--- src/rtl/mem_port_arbiter.sv ---
// mem_port_arbiter: shares one word-wide memory port between the I-cache and the D-cache.
// Define MEM_ARB_RR_EN for round-robin tie-breaking; the default build gives the D-cache fixed priority.
`timescale 1ns/1ps
module mem_port_arbiter #(
  parameter int HOLD      = 2,
  parameter int MAX_BURST = 4
) (
  input  logic        i_clk,
  input  logic        i_rst_n,
  input  logic [31:0] i_ic_addr,
  input  logic        i_ic_ren,
  output logic        o_ic_ready,
  output logic [31:0] o_ic_rdata,
  output logic        o_ic_valid,
  input  logic [31:0] i_dc_addr,
  input  logic        i_dc_ren,
  input  logic        i_dc_wen,
  input  logic [31:0] i_dc_wdata,
  output logic        o_dc_ready,
  output logic [31:0] o_dc_rdata,
  output logic        o_dc_valid,
  input  logic        i_mem_ready,
  output logic [31:0] o_mem_addr,
  output logic        o_mem_ren,
  output logic        o_mem_wen,
  output logic [31:0] o_mem_wdata,
  input  logic [31:0] i_mem_rdata,
  input  logic        i_mem_valid
);

  typedef enum logic [1:0] {IDLE, OWN_I, OWN_D} state_t;

  localparam logic [3:0] HOLD_CNT  = 4'(HOLD);
  localparam logic [3:0] BURST_CNT = 4'(MAX_BURST);

  state_t     state;
  logic       pend;
  logic [3:0] idle_cnt;
  logic [3:0] burst_cnt;

  logic       own_i, own_d;
  logic       owner_ren, owner_wen, owner_req, owner_ready;
  logic       resp;
  logic       pend_nxt;
  logic [3:0] idle_nxt, burst_nxt;
  logic       rel_now;
  logic       ic_req, dc_req, grant_d;

  assign ic_req = i_ic_ren;
  assign dc_req = i_dc_ren || i_dc_wen;

`ifdef MEM_ARB_RR_EN
  logic last_d;
  // On a tie the cache that did not own the port most recently wins.
  assign grant_d = dc_req && (!ic_req || !last_d);
`else
  assign grant_d = dc_req;
`endif

  // Release is judged on the post-edge bookkeeping so that a forced release lands the cycle after the last completion.
  always_comb begin
    own_i       = (state == OWN_I);
    own_d       = (state == OWN_D);
    owner_ren   = (own_i && i_ic_ren) || (own_d && i_dc_ren);
    owner_wen   = own_d && i_dc_wen;
    owner_req   = owner_ren || owner_wen;
    owner_ready = i_mem_ready && !pend && owner_req;
    resp        = (own_i || own_d) && i_mem_valid && pend;

    pend_nxt = pend;
    if (owner_ready && owner_ren)
      pend_nxt = 1'b1;
    else if (resp)
      pend_nxt = 1'b0;

    burst_nxt = burst_cnt + {3'b000, owner_ready};

    if (owner_req)
      idle_nxt = 4'd0;
    else if (!pend)
      idle_nxt = idle_cnt + 4'd1;
    else
      idle_nxt = idle_cnt;

    rel_now = !pend_nxt && ((idle_nxt >= HOLD_CNT) || (burst_nxt >= BURST_CNT));
  end

  assign o_mem_addr  = own_i ? i_ic_addr : (own_d ? i_dc_addr : 32'd0);
  assign o_mem_wdata = own_d ? i_dc_wdata : 32'd0;
  assign o_mem_ren   = owner_ren && !pend;
  assign o_mem_wen   = owner_wen && !pend;

  assign o_ic_ready  = own_i && owner_ready;
  assign o_dc_ready  = own_d && owner_ready;
  assign o_ic_valid  = own_i && resp;
  assign o_dc_valid  = own_d && resp;
  assign o_ic_rdata  = o_ic_valid ? i_mem_rdata : 32'd0;
  assign o_dc_rdata  = o_dc_valid ? i_mem_rdata : 32'd0;

  always_ff @(posedge i_clk or negedge i_rst_n) begin
    if (!i_rst_n) begin
      state     <= IDLE;
      pend      <= 1'b0;
      idle_cnt  <= 4'd0;
      burst_cnt <= 4'd0;
`ifdef MEM_ARB_RR_EN
      last_d    <= 1'b0;
`endif
    end else begin
      case (state)
        IDLE: begin
          idle_cnt  <= 4'd0;
          burst_cnt <= 4'd0;
          if (ic_req || dc_req)
            state <= grant_d ? OWN_D : OWN_I;
        end
        OWN_I, OWN_D: begin
          pend      <= pend_nxt;
          idle_cnt  <= idle_nxt;
          burst_cnt <= burst_nxt;
          if (rel_now) begin
            state <= IDLE;
`ifdef MEM_ARB_RR_EN
            last_d <= own_d;
`endif
          end
        end
        default: state <= IDLE;
      endcase
    end
  end

endmodule

--- config.mk ---
export PLATFORM = sky130hd
export DESIGN_NAME = mem_port_arbiter
export DESIGN_NICKNAME = d
export VERILOG_FILES = /design/src/rtl/mem_port_arbiter.sv
export SDC_FILE = /design/constraint.sdc
export NUM_CORES = 1
export LEC_CHECK = 0
export CAP_MARGIN = 30
export CORE_AREA = 2 2 103 105
export CTS_CLUSTER_DIAMETER = 30
export DETAILED_ROUTE_END_ITERATION = 8
export DIE_AREA = 0 0 105 107
export SYNTH_ARGS = -nofsm -noshare
export SYNTH_HDL_FRONTEND = slang
export SYNTH_SLANG_ARGS = --single-unit
--- constraint.sdc ---
create_clock -name i_clk -period 3.2 [get_ports i_clk]
set_input_delay 0.64 -clock i_clk [delete_from_list [all_inputs] [get_ports i_clk]]
set_output_delay 0.64 -clock i_clk [all_outputs]
set_load 0.05 [all_outputs]
* After elaboration in Yosys (flattened, before gate mapping)
Index checks and enable logic that the tools add are counted.
Storage, ports and cells: bits in registers 11, bits in latches 0, bits in writable memories 0, bits in read-only memories 0, input bits 135, output and inout port bits 134, logic and storage cells 54, memories 0
Cells by class: $add $sub $neg 2, multiply operators 0, div/mod/pow operators 0, $lt $le $gt $ge 2, equal/unequal tests 4, shifts and indexed selects 0, multiplexer cells 15, bitwise gates (word level) 0, reductions and logical operators 27
Operator list (count):
- 2-to-1 mux 32 bit | 5
- case mux 4 bit (2 select lines) | 2
- logical AND 1 bit | 15
- 2-to-1 mux 4 bit | 2
- logical OR 1 bit | 6
- 2-to-1 mux 2 bit | 3
- adder 4 x 1 -> 4 bit | 1
- adder 4 x 1 -> 4 bit, second input constant | 1
- >= comparator 4 x 2 -> 1 bit, second input constant | 1
- >= comparator 4 x 3 -> 1 bit, second input constant | 1
- inequality test 2 bit, second input constant | 2
- case mux 2 bit (2 select lines) | 1
- == test 2 x 1 -> 1 bit, second input constant | 1
- == test 2 bit, second input constant | 1
- zero test 1 bit | 2
- zero test 2 bit | 1
- 2-to-1 mux 1 bit | 2
- AND reduction 2 bit | 1
- nonzero test 2 bit | 1
- OR reduction 2 bit | 1

* Logic depth before layout (Yosys ltp)
Gate-level depths: netlist (run 1).
word-level depth 11, mapped depth 13, gate-level depth less buffers 12

* Worst setup path after synthesis (run 1)
Ideal clock, no wire load.
kind register -> output, from register state[1], to output o_ic_rdata[22], data arrival time 2.317 ns, required time 2.560 ns, setup slack 0.243 ns, cell stages (with the launch flop) 8, buffers on the path 2, cells stage by stage dfrtp_1 > inv_1 > ha_1 > buf_2 > inv_1 > nor3_1 > clkbuf_1 > and2_1
On the way: cells in the longest elaborated chain, start to end 6, elaborated cells between the ends (all ways) 7, classes of those cells eq/ne (2); mux (1); reduce/logical (4)
Ends and longest elaborated chain:
- from (decl) | RTL line 36 | state_t state;
- from (signal assigned) | RTL line 115 | state <= grant_d ? OWN_D : OWN_I;
- == test 2 x 1 -> 1 bit / == test 2 bit (equally long branches) | RTL line 62, 63
- logical OR 1 bit | RTL line 68 | resp = (own_i || own_d) && i_mem_valid && pend;
- logical AND 1 bit (2 in a row) | RTL line 68
- logical AND 1 bit (*) | RTL line 95 | assign o_ic_valid = own_i && resp;
- net o_ic_valid | RTL line 14 | output logic o_ic_valid,
- 2-to-1 mux 32 bit (*) | RTL line 97 | assign o_ic_rdata = o_ic_valid ? i_mem_rdata : 32'd0;
- to (decl) | RTL line 13 | output logic [31:0] o_ic_rdata,
The timed path passes the listed nets; every way through them passes the cells marked *.

* Worst setup path in the final report (run 1)
from input i_dc_wen, to register state[0]
On the way: cells in the longest elaborated chain, start to end 9, elaborated cells between the ends (all ways) 20, classes of those cells add/sub (1); order compare (2); eq/ne (2); mux (5); reduce/logical (10)
Ends and longest elaborated chain:
- from (decl) | RTL line 17 | input logic i_dc_wen,
- logical AND 1 bit | RTL line 65 | owner_wen = own_d && i_dc_wen;
- logical OR 1 bit | RTL line 66 | owner_req = owner_ren || owner_wen;
- logical AND 1 bit | RTL line 67 | owner_ready = i_mem_ready && !pend && owner_req;
- adder 4 x 1 -> 4 bit / logical AND 1 bit (equally long branches) | RTL line 76, 71
- >= comparator 4 x 3 -> 1 bit / 2-to-1 mux 1 bit (equally long branches) | RTL line 85, 71
- logical OR 1 bit / zero test 1 bit (equally long branches) | RTL line 85 | rel_now = !pend_nxt && ((idle_nxt >= HOLD_CNT) || (burst_nxt >= BURST_CNT));
- logical AND 1 bit | RTL line 85
- inequality test 2 bit (no source line)
- AND reduction 2 bit (no source line)
Several ways; a longest one is shown, not always the timed one. The select of a mux whose other input is x is not followed. A chain may end at the register's enable or synchronous reset.

==> results of run 1 <==
-- worst max-delay path, delay by kind of cell --
family	cells	cell delay (ps)
AO/OA/AOI/OAI	6	1260
buffers and inverters	1	470
adder cells (fa/ha/maj)	2	470
AND/OR/NAND/NOR	2	230
-- layout by cell type, fill, tap and decap left out, types with 2 or more instances in the layout --
cell             netlist  layout
buf_12                 0     103
nand3_1                2       2
ha_1                   7       7
nor3_1                 6       4
inv_1                  4       4
a22o_1                33      33
nor3b_1                2       2
a21oi_1                4       4
and2_1                98      98
and3_1                 2       2
clkbuf_8               0       3
clkdlybuf4s50_1        0     134
o21ai_0                7       7
nand2_1               11      11
o31ai_1                2       2
nor2_1                 4       3
nor3_2                 0       2
buf_4                  0      38
o21bai_1               2       2
dfrtp_1               11      11
-- worst max path at each step --
stage / from / end / slack (ps) / cells past startpoint
floorplan: state[1]$_DFFE_PN0P_ / o_ic_rdata[22] / 240 / 7
global placement: i_dc_ren / state[0]$_DFFE_PN0P_ / 170 / 11
detailed placement: i_dc_wen / state[0]$_DFFE_PN0P_ / 50 / 10
CTS: state[0]$_DFFE_PN0P_ / o_mem_addr[0] / 290 / 8
global route: i_dc_wen / state[0]$_DFFE_PN0P_ / 60 / 11
finish: i_dc_wen / state[0]$_DFFE_PN0P_ / 300 / 11
-- power groups by stage --
stage / Sequential, uW / Clock (uW) / Combinational [uW]
final: 212 / 145 / 3280
after global routing: 219 / 157 / 3420
after CTS: 211 / 148 / 3300
after detailed placement: 214 / 0 / 3280
after global placement: 212 / 0 / 3250
after floorplan: 199 / 0 / 1850
-- through the flow --
| step | total power, uW | area (um^2) |
|---|---|---|
| 3_5_place_dp | 3500 | 5570 |
| 5_1_grt | 3790 | 5610 |
| 6_report | 3630 | 5610 |
| 2_1_floorplan | 2050 | 1780 |
| 4_1_cts | 3660 | 5610 |
| 3_3_place_gp | 3460 | 5570 |
-- logic make-up after synthesis --
logic type | count (synthesis) | synth area share
buffers and inverters | 25 | 0.0599
DFF | 11 | 0.155
AOI/OAI and AO/OA | 59 | 0.275
xor gates and xnor gates | 1 | 0.00493
muxes | 2 | 0.0120
and+or+nand+nor | 132 | 0.444
adders and majority gates | 7 | 0.0493
-- per-layer routing --
layer  global-route usage  wire [um]  vias to the layer above
met5                    0          0                        -
met4               0.0419        245                        0
met2                0.312       5470                       92
met3               0.0584        721                       20
met1                0.194       3790                     1274
li1                     -          -                     1346
-- sequential cells by signal, indices dropped and copies added (netlist names) --
name       cells
idle_cnt       4
state          2
burst_cnt      4
pend           1
-- layout make-up --
class	instances	area share
well taps	136	0.0303
repair buffers	275	0.657
clock buffers	4	0.00803
inverters	6	0.00446
flip-flops and latches	11	0.0491
multi-input cells	201	0.251
==> metrics, run 1 <==
CP Data Arrival Time=3060 ps; Worst path slowest cell=clkdlybuf4s50_1; RSZ-0062 raised after global routing=no; r2r setup slk=around 540 ps; worst-path fanout max=4; worst slew pin tran=around 600 ps; share of the yosys chip area belonging to registers=0.155; syn_nets=about 380; sw frac=0.544; first-pass detailed-route iteration total=4; Post-CTS Setup Bufs=0; Cells after DPL=~630; Clk network pwr share=0.040; Synth top cells by count=and2_1, a22o_1, clkbuf_1; # diodes=0; Clk Latency, worst-skew pair=approximately 240 ps; library cells used by synthesis=41; die height=~110 um; Post-DP HPWL=around 8700 um; total clock sinks=11; Root Buffer=clkbuf_8; skew final=approximately 1.5 ps; vias in the first global route=~3000; final non-filler cell total=633; Post-Syn Instances=237; # setup viols final=0; TritonCTS Buffers=3; Total Routing Usage GR=0.172; hold endpoint=idle_cnt[3]$_DFFE_PN0P_; grt ovf=0; Initial DRC Count=roughly 110; CP endpoint kind=register; Main synth FF type=dfrtp_1; Reg-to-Reg End=state[0]$_DFFE_PN0P_; Area contributors post-synth=and2_1, a22o_1, dfrtp_1; drt total wl=10200 um; sequential fraction of design power=0.058; vias per inst=~4.3; Avg Cell Area, Syn=~7.5 um^2; first-pass GRT wire length=roughly 16000 um; reg2reg start=state[0]$_DFFE_PN0P_; count leader, synth=and2_1; Reg clk slew, reported paths=50 ps; fin crit period=2900 ps; routability congestion estimate from global placement=~0.87; Peak VDD IR=0.489 mV; total core area=roughly 10000 um^2; Layout area overhead=216%; Pint=about 1700 uW; largest net degree at the start of global routing=37; Slew headroom=0.604; register area=275 um^2; initial antenna violation count=0; Final Util=0.556; #FFs+latches synth=11; Routed WL per cell=between 15 and 20 um; Leak=0.00236 uW; final hold vios=0; Power Density=647 nW/um^2; Cell Chain, Critical Path=clkdlybuf4s50_1 > o21a_1 > a21oi_1 > nor3b_1 > ha_1 > ha_1 > nor2_1 > a21oi_1 > o32a_1 > a22oi_2 > a2bb2oi_1; Synth warnings=0; Reg2Reg Depth=12; Cell Area, Synth=1780 um^2; setup tns final=0 ps; Die Width=between 100 and 150 um; H-tree lvl count=1; EDFF count, synth=0; Rows=37; max cap viols=0; outcome=complete, no violations; I/O pins=roughly 270; CTS tree=yes; Min-Delay Path Depth=2; Post-DRT Antenna Nets=0; fin nets=640; post-route setup slack=296 ps; Initial Util=0.176; Comb pwr share=0.902; DP Worst Slack=54.5 ps; via count=2732; period utilization=0.907; fraction of registers with async set/reset=1.00; Fmax=approximately 0.34 GHz; number of fill cells=909; Worst Path Required=roughly 3400 ps; Crit Path Class=in2reg; share of cells above drive strength 1=0.314; Hold/Removal Path Class=reg2reg; Hold Crit Start=idle_cnt[3]$_DFFE_PN0P_; P_sw=just under 2000 uW; CTS resizes=0; cell accounting for the most synthesized area=and2_1; Hold Worst Slack=505 ps; cts hold-fix bufs=0; IO Port Bufs=around 270; # DRC=0; final slew viol count=0; post-synth top area share=0.345; Die ar.=about 11000 um^2; Critical Path Start Type=primary input; area occupied by multi-input gates=about 1400 um^2; clk buf depth=2; Slowest Stage Delay on Critical Path=between 400 and 500 ps
Power figures use the tool's default switching activity.
==> inputs of run 2 (changes only) <==
--- a/config.mk
+++ b/config.mk
@@ -10,6 +10,7 @@
 export CTS_CLUSTER_DIAMETER = 30
 export DETAILED_ROUTE_END_ITERATION = 8
 export DIE_AREA = 0 0 105 107
+export SETUP_SLACK_MARGIN = 0.5
 export SYNTH_ARGS = -nofsm -noshare
 export SYNTH_HDL_FRONTEND = slang
 export SYNTH_SLANG_ARGS = --single-unit
==> metrics, run 2 (synthesis results as in run 1) <==
initial antenna violation count=0; Critical Path Start Type=register; setup tns final=0 ps; Clk Latency, worst-skew pair=between 200 and 300 ps; RSZ-0062 raised after global routing=yes; Clk network pwr share=0.034; final hold vios=0; Slew headroom=0.603; # setup viols final=0; Cells after DPL=between 600 and 700; Worst Path Required=2560 ps; Post-DRT Antenna Nets=0; clk buf depth=2; sequential fraction of design power=0.050; # DRC=0; final non-filler cell total=about 650; fin crit period=approximately 2700 ps; # diodes=0; vias in the first global route=between 2000 and 3000; Hold Worst Slack=approximately 500 ps; P_sw=between 2000 and 2500 uW; Die ar.=around 11000 um^2; CP Data Arrival Time=~2100 ps; Hold/Removal Path Class=reg2reg; Total Routing Usage GR=0.193; drt total wl=around 12000 um; largest net degree at the start of global routing=34; Initial Util=0.176; Root Buffer=clkbuf_8; share of cells above drive strength 1=0.383; max cap viols=0; Power Density=a little under 700 nW/um^2; Post-DP HPWL=just over 9000 um; Largest regs=burst_cnt: 4 flops, idle_cnt: 4 flops, state: 2 flops; TritonCTS Buffers=3; total clock sinks=11; period utilization=0.853; grt ovf=0; fin nets=between 600 and 700; Peak VDD IR=roughly 0.5 mV; Fmax=roughly 0.37 GHz; skew final=approximately 0.7 ps; Routed WL per cell=18.4 um; Reg clk slew, reported paths=50 ps; Layout area overhead=252%; Crit Path Class=reg2out; first-pass detailed-route iteration total=6; via count=a little under 3000; most frequent cells in the layout=clkdlybuf4s50_1, buf_12, and2_1, and2_4, a22o_1; CP endpoint kind=output port; Initial DRC Count=95; total core area=~10000 um^2; Pint=between 2000 and 2500 uW; Leak=0.00272 uW; outcome=complete, no violations; sw frac=0.509; worst slew pin tran=between 500 and 600 ps; Rows=37; Comb pwr share=0.915; most common cell after layout, fill and taps aside=clkdlybuf4s50_1; worst-path fanout max=9; IO Port Bufs=approximately 270; H-tree lvl count=1; first-pass GRT wire length=about 17000 um; I/O pins=~270; vias per inst=roughly 4.4; die height=around 110 um; Die Width=roughly 110 um; CTS tree=yes; final slew viol count=0; routability congestion estimate from global placement=approximately 0.9
[run 2: cell count changes in the layout (fill, tap and decap cells not counted), moves of 6 or more]
| cell | change |
|---|---|
| and2_2 | +8 |
| clkdlybuf4s50_1 | +9 |
| dlymetal6s2s_1 | +6 |
| buf_4 | -24 |
| dlygate4sd2_1 | +15 |
| a22o_4 | +15 |
| and2_1 | -25 |
| a22o_1 | -15 |
| and2_4 | +17 |
[run 2: area by class of cell]
type / count / area, um^2
clock buffer: 3 / 41.3
fill: 850 / 3840
timing repair buffer: 295 / 4070
sequential: 11 / 275
tap: 136 / 170
multi-input combinational: 201 / 1660
clock inverter: 1 / 5.00
inverter: 6 / 28.8
[run 2: worst max-delay path: stages, from the launching register on]
cell and delay (ps):
dfrtp_1 380, inv_2 90, ha_4 180, buf_12 120, clkbuf_16 130, and2_1 120
clkdlybuf4s50_1 820
[run 2: worst paths after layout]
check                      slack, ps                        to                startpoint  depth (start not counted)
max                              470           o_mem_wdata[22]      state[0]$_DFFE_PN0P_                          6
min                              500  burst_cnt[0]$_DFFE_PN0P_  burst_cnt[0]$_DFFE_PN0P_                          2
max reg2reg                      620      state[0]$_DFFE_PN0P_      state[1]$_DFFE_PN0P_                         10
min reg2reg                      500  burst_cnt[0]$_DFFE_PN0P_  burst_cnt[0]$_DFFE_PN0P_                          2
max in group asynchronous       2090   idle_cnt[1]$_DFFE_PN0P_                   i_rst_n                          1
min in group asynchronous        750      state[1]$_DFFE_PN0P_                   i_rst_n                          1
[run 2: power by group through the flow]
stage	Clock (uW)	Sequential [uW]	Combinational [uW]
finish	147	216	3930
global route	153	222	4070
CTS	146	216	3650
detailed placement	0	215	3340
global placement	0	211	3320
floorplan	0	199	1850
[run 2: metal layers]
metal / global-route usage / part of all wire
met4: 0.0343 / 0.016
met1: 0.215 / 0.37
met5: 0 / 0
met3: 0.0474 / 0.059
met2: 0.373 / 0.55
[run 2: per-stage QoR]
step,util,total power [uW],cell area (um^2),worst slack (ps)
6_report,0.620,4290,6260,470
5_1_grt,0.620,4450,6260,416
4_1_cts,0.590,4020,5950,448
3_5_place_dp,0.557,3560,5620,99.7
3_3_place_gp,0.557,3530,5620,164
2_1_floorplan,-,2050,1790,500
[run 2: repair_timing]
item / 4_1_cts / 5_1_grt
buffers inserted: 5 / 6
resized for setup: 59 / 33
cloned: 4 / 6
pin swaps: 5 / 13
hold buffers: 0 / 0
endpoints found under the setup margin: 131 / 104
==> inputs of run 3 (changes only) <==
--- a/config.mk
+++ b/config.mk
@@ -14,3 +14,4 @@
 export SYNTH_ARGS = -nofsm -noshare
 export SYNTH_HDL_FRONTEND = slang
 export SYNTH_SLANG_ARGS = --single-unit
+export TNS_END_PERCENT = 20
==> metrics, run 3 (synthesis results as in run 1) <==
outcome=complete, no violations; Post-DP HPWL=around 9400 um; fin nets=~650; Cell Chain, Critical Path=inv_2 > ha_4 > clkbuf_16 > and2_1 > clkdlybuf4s50_1; drt total wl=around 11000 um; Power Density=about 650 nW/um^2; Die Width=about 110 um; number of fill cells=approximately 900; Initial Util=0.176; skew final=between 0.3 and 0.4 ps; Slew headroom=0.606; largest net degree at the start of global routing=37; # DRC=0; Reg clk slew, reported paths=around 50 ps; most common cell after layout, fill and taps aside=clkdlybuf4s50_1; CTS tree=yes; Clk Latency, worst-skew pair=around 240 ps; total clock sinks=11; Total Routing Usage GR=0.179; Cells after DPL=629; Leak=0.00249 uW; share of cells above drive strength 1=0.376; setup tns final=0 ps; worst slew pin tran=586 ps; CP endpoint kind=output port; register area=275 um^2; CP Data Arrival Time=between 2000 and 2500 ps; via count=roughly 2900; Hold/Removal Path Class=reg2reg; period utilization=0.855; vias per inst=4.41; first-pass GRT wire length=~16000 um; routability congestion estimate from global placement=0.860; max cap viols=0; total core area=10100 um^2; first-pass detailed-route iteration total=4; vias in the first global route=between 2000 and 3000; cts hold-fix bufs=0; Post-DP Area=~5600 um^2; TritonCTS Buffers=3; Hold Worst Slack=~510 ps; Post-DRT Antenna Nets=0; Largest regs=burst_cnt: 4 flops, idle_cnt: 4 flops, state: 2 flops; final hold vios=0; area occupied by multi-input gates=roughly 1600 um^2; Peak VDD IR=a little under 0.6 mV; Routed WL per cell=17.8 um; clk buf depth=2; I/O pins=about 270; Layout area overhead=239%; worst-path fanout max=18; WP buf/inv=3; final non-filler cell total=647; Fmax=0.366 GHz; Initial DRC Count=between 90 and 100; Final Util=0.596; final slew viol count=0; RSZ-0062 raised after global routing=yes; Crit Path Class=reg2out; fin crit period=around 2700 ps; Worst Path Required=about 2600 ps; Worst path slowest cell=clkdlybuf4s50_1; # diodes=0; IO Port Bufs=between 200 and 300; Root Buffer=clkbuf_8; Slowest Stage Delay on Critical Path=810 ps; Critical Path Start Type=register; initial antenna violation count=0; H-tree lvl count=1; Die ar.=11200 um^2; # setup viols final=0; most frequent cells in the layout=clkdlybuf4s50_1, buf_12, and2_1, and2_4, a22o_1; Rows=37; die height=between 100 and 150 um; grt ovf=0; CP delay by family, top=buffers and inverters; design area=around 6000 um^2
-- run 3: cell count changes in the layout (fill, tap and decap cells not counted), sizes merged --
cell,change
dlymetal6s2s,-4
bufbuf,-1
clkdlybuf4s50,+11
clkbuf,-1
clkinv,-1
dlygate4sd2,-14
buf,+4
-- run 3: area by class of cell --
cell class / instances / area share
Sequential cell: 11 / 0.0457
Inverter: 6 / 0.00478
Clock buffer: 4 / 0.00748
Multi-Input combinational cell: 201 / 0.260
Timing Repair Buffer: 289 / 0.654
Tap cell: 136 / 0.0283
-- run 3: worst paths after layout --
path,slack (ps),cells past startpoint,end,startpoint
setup / recovery,460,5,o_mem_wdata[31],state[0]$_DFFE_PN0P_
hold / removal,510,2,burst_cnt[0]$_DFFE_PN0P_,burst_cnt[0]$_DFFE_PN0P_
setup reg to reg,550,12,state[0]$_DFFE_PN0P_,state[0]$_DFFE_PN0P_
hold reg to reg,510,2,burst_cnt[0]$_DFFE_PN0P_,burst_cnt[0]$_DFFE_PN0P_
max in group asynchronous,2120,1,idle_cnt[0]$_DFFE_PN0P_,i_rst_n
min in group asynchronous,740,1,state[0]$_DFFE_PN0P_,i_rst_n
-- run 3: where the power goes --
group | total, uW | internal [uW] | leakage [uW] | switching [uW]
registers | 219 | 175 | 0.000149 | 44.4
logic | 3570 | 1600 | 0.00232 | 1970
clock network | 146 | 88.0 | 0.0000228 | 57.6
total | 3940 | 1860 | 0.00249 | 2070
-- run 3: routing by layer --
layer,vias up,wire length [um],global-route usage
met3,12,764,0.0480
met5,-,0,0
met2,118,6250,0.350
met4,0,99,0.0190
met1,1347,4380,0.198
li1,1376,-,-
-- run 3: stage by stage --
| stage | setup WS, ps | total power, uW |
|---|---|---|
| finish | 465 | 3940 |
| global route | 373 | 4100 |
| CTS | 372 | 3690 |
| detailed placement | 28.0 | 3530 |
| global placement | 176 | 3500 |
| floorplan | 499 | 2050 |
-- run 3: repair_timing --
action | 4_1_cts | 5_1_grt
setup buffers | 0 | 9
pin swaps | 0 | 6
resized for setup | 5 | 67
cloned | 0 | 5
setup endpoints to repair | 123 | 124
-- run 3: worst reg2reg max path, cell delays in order, from the launching register on --
cell,delay (ps)
dfrtp_1,410
inv_2,130
ha_4,210
buf_4,120
o21a_1,150
a21oi_2,60
nor3b_2,230
ha_2,250
ha_4,160
a21oi_1,60
o32a_1,390
a32oi_1,270
a2bb2oi_2,90
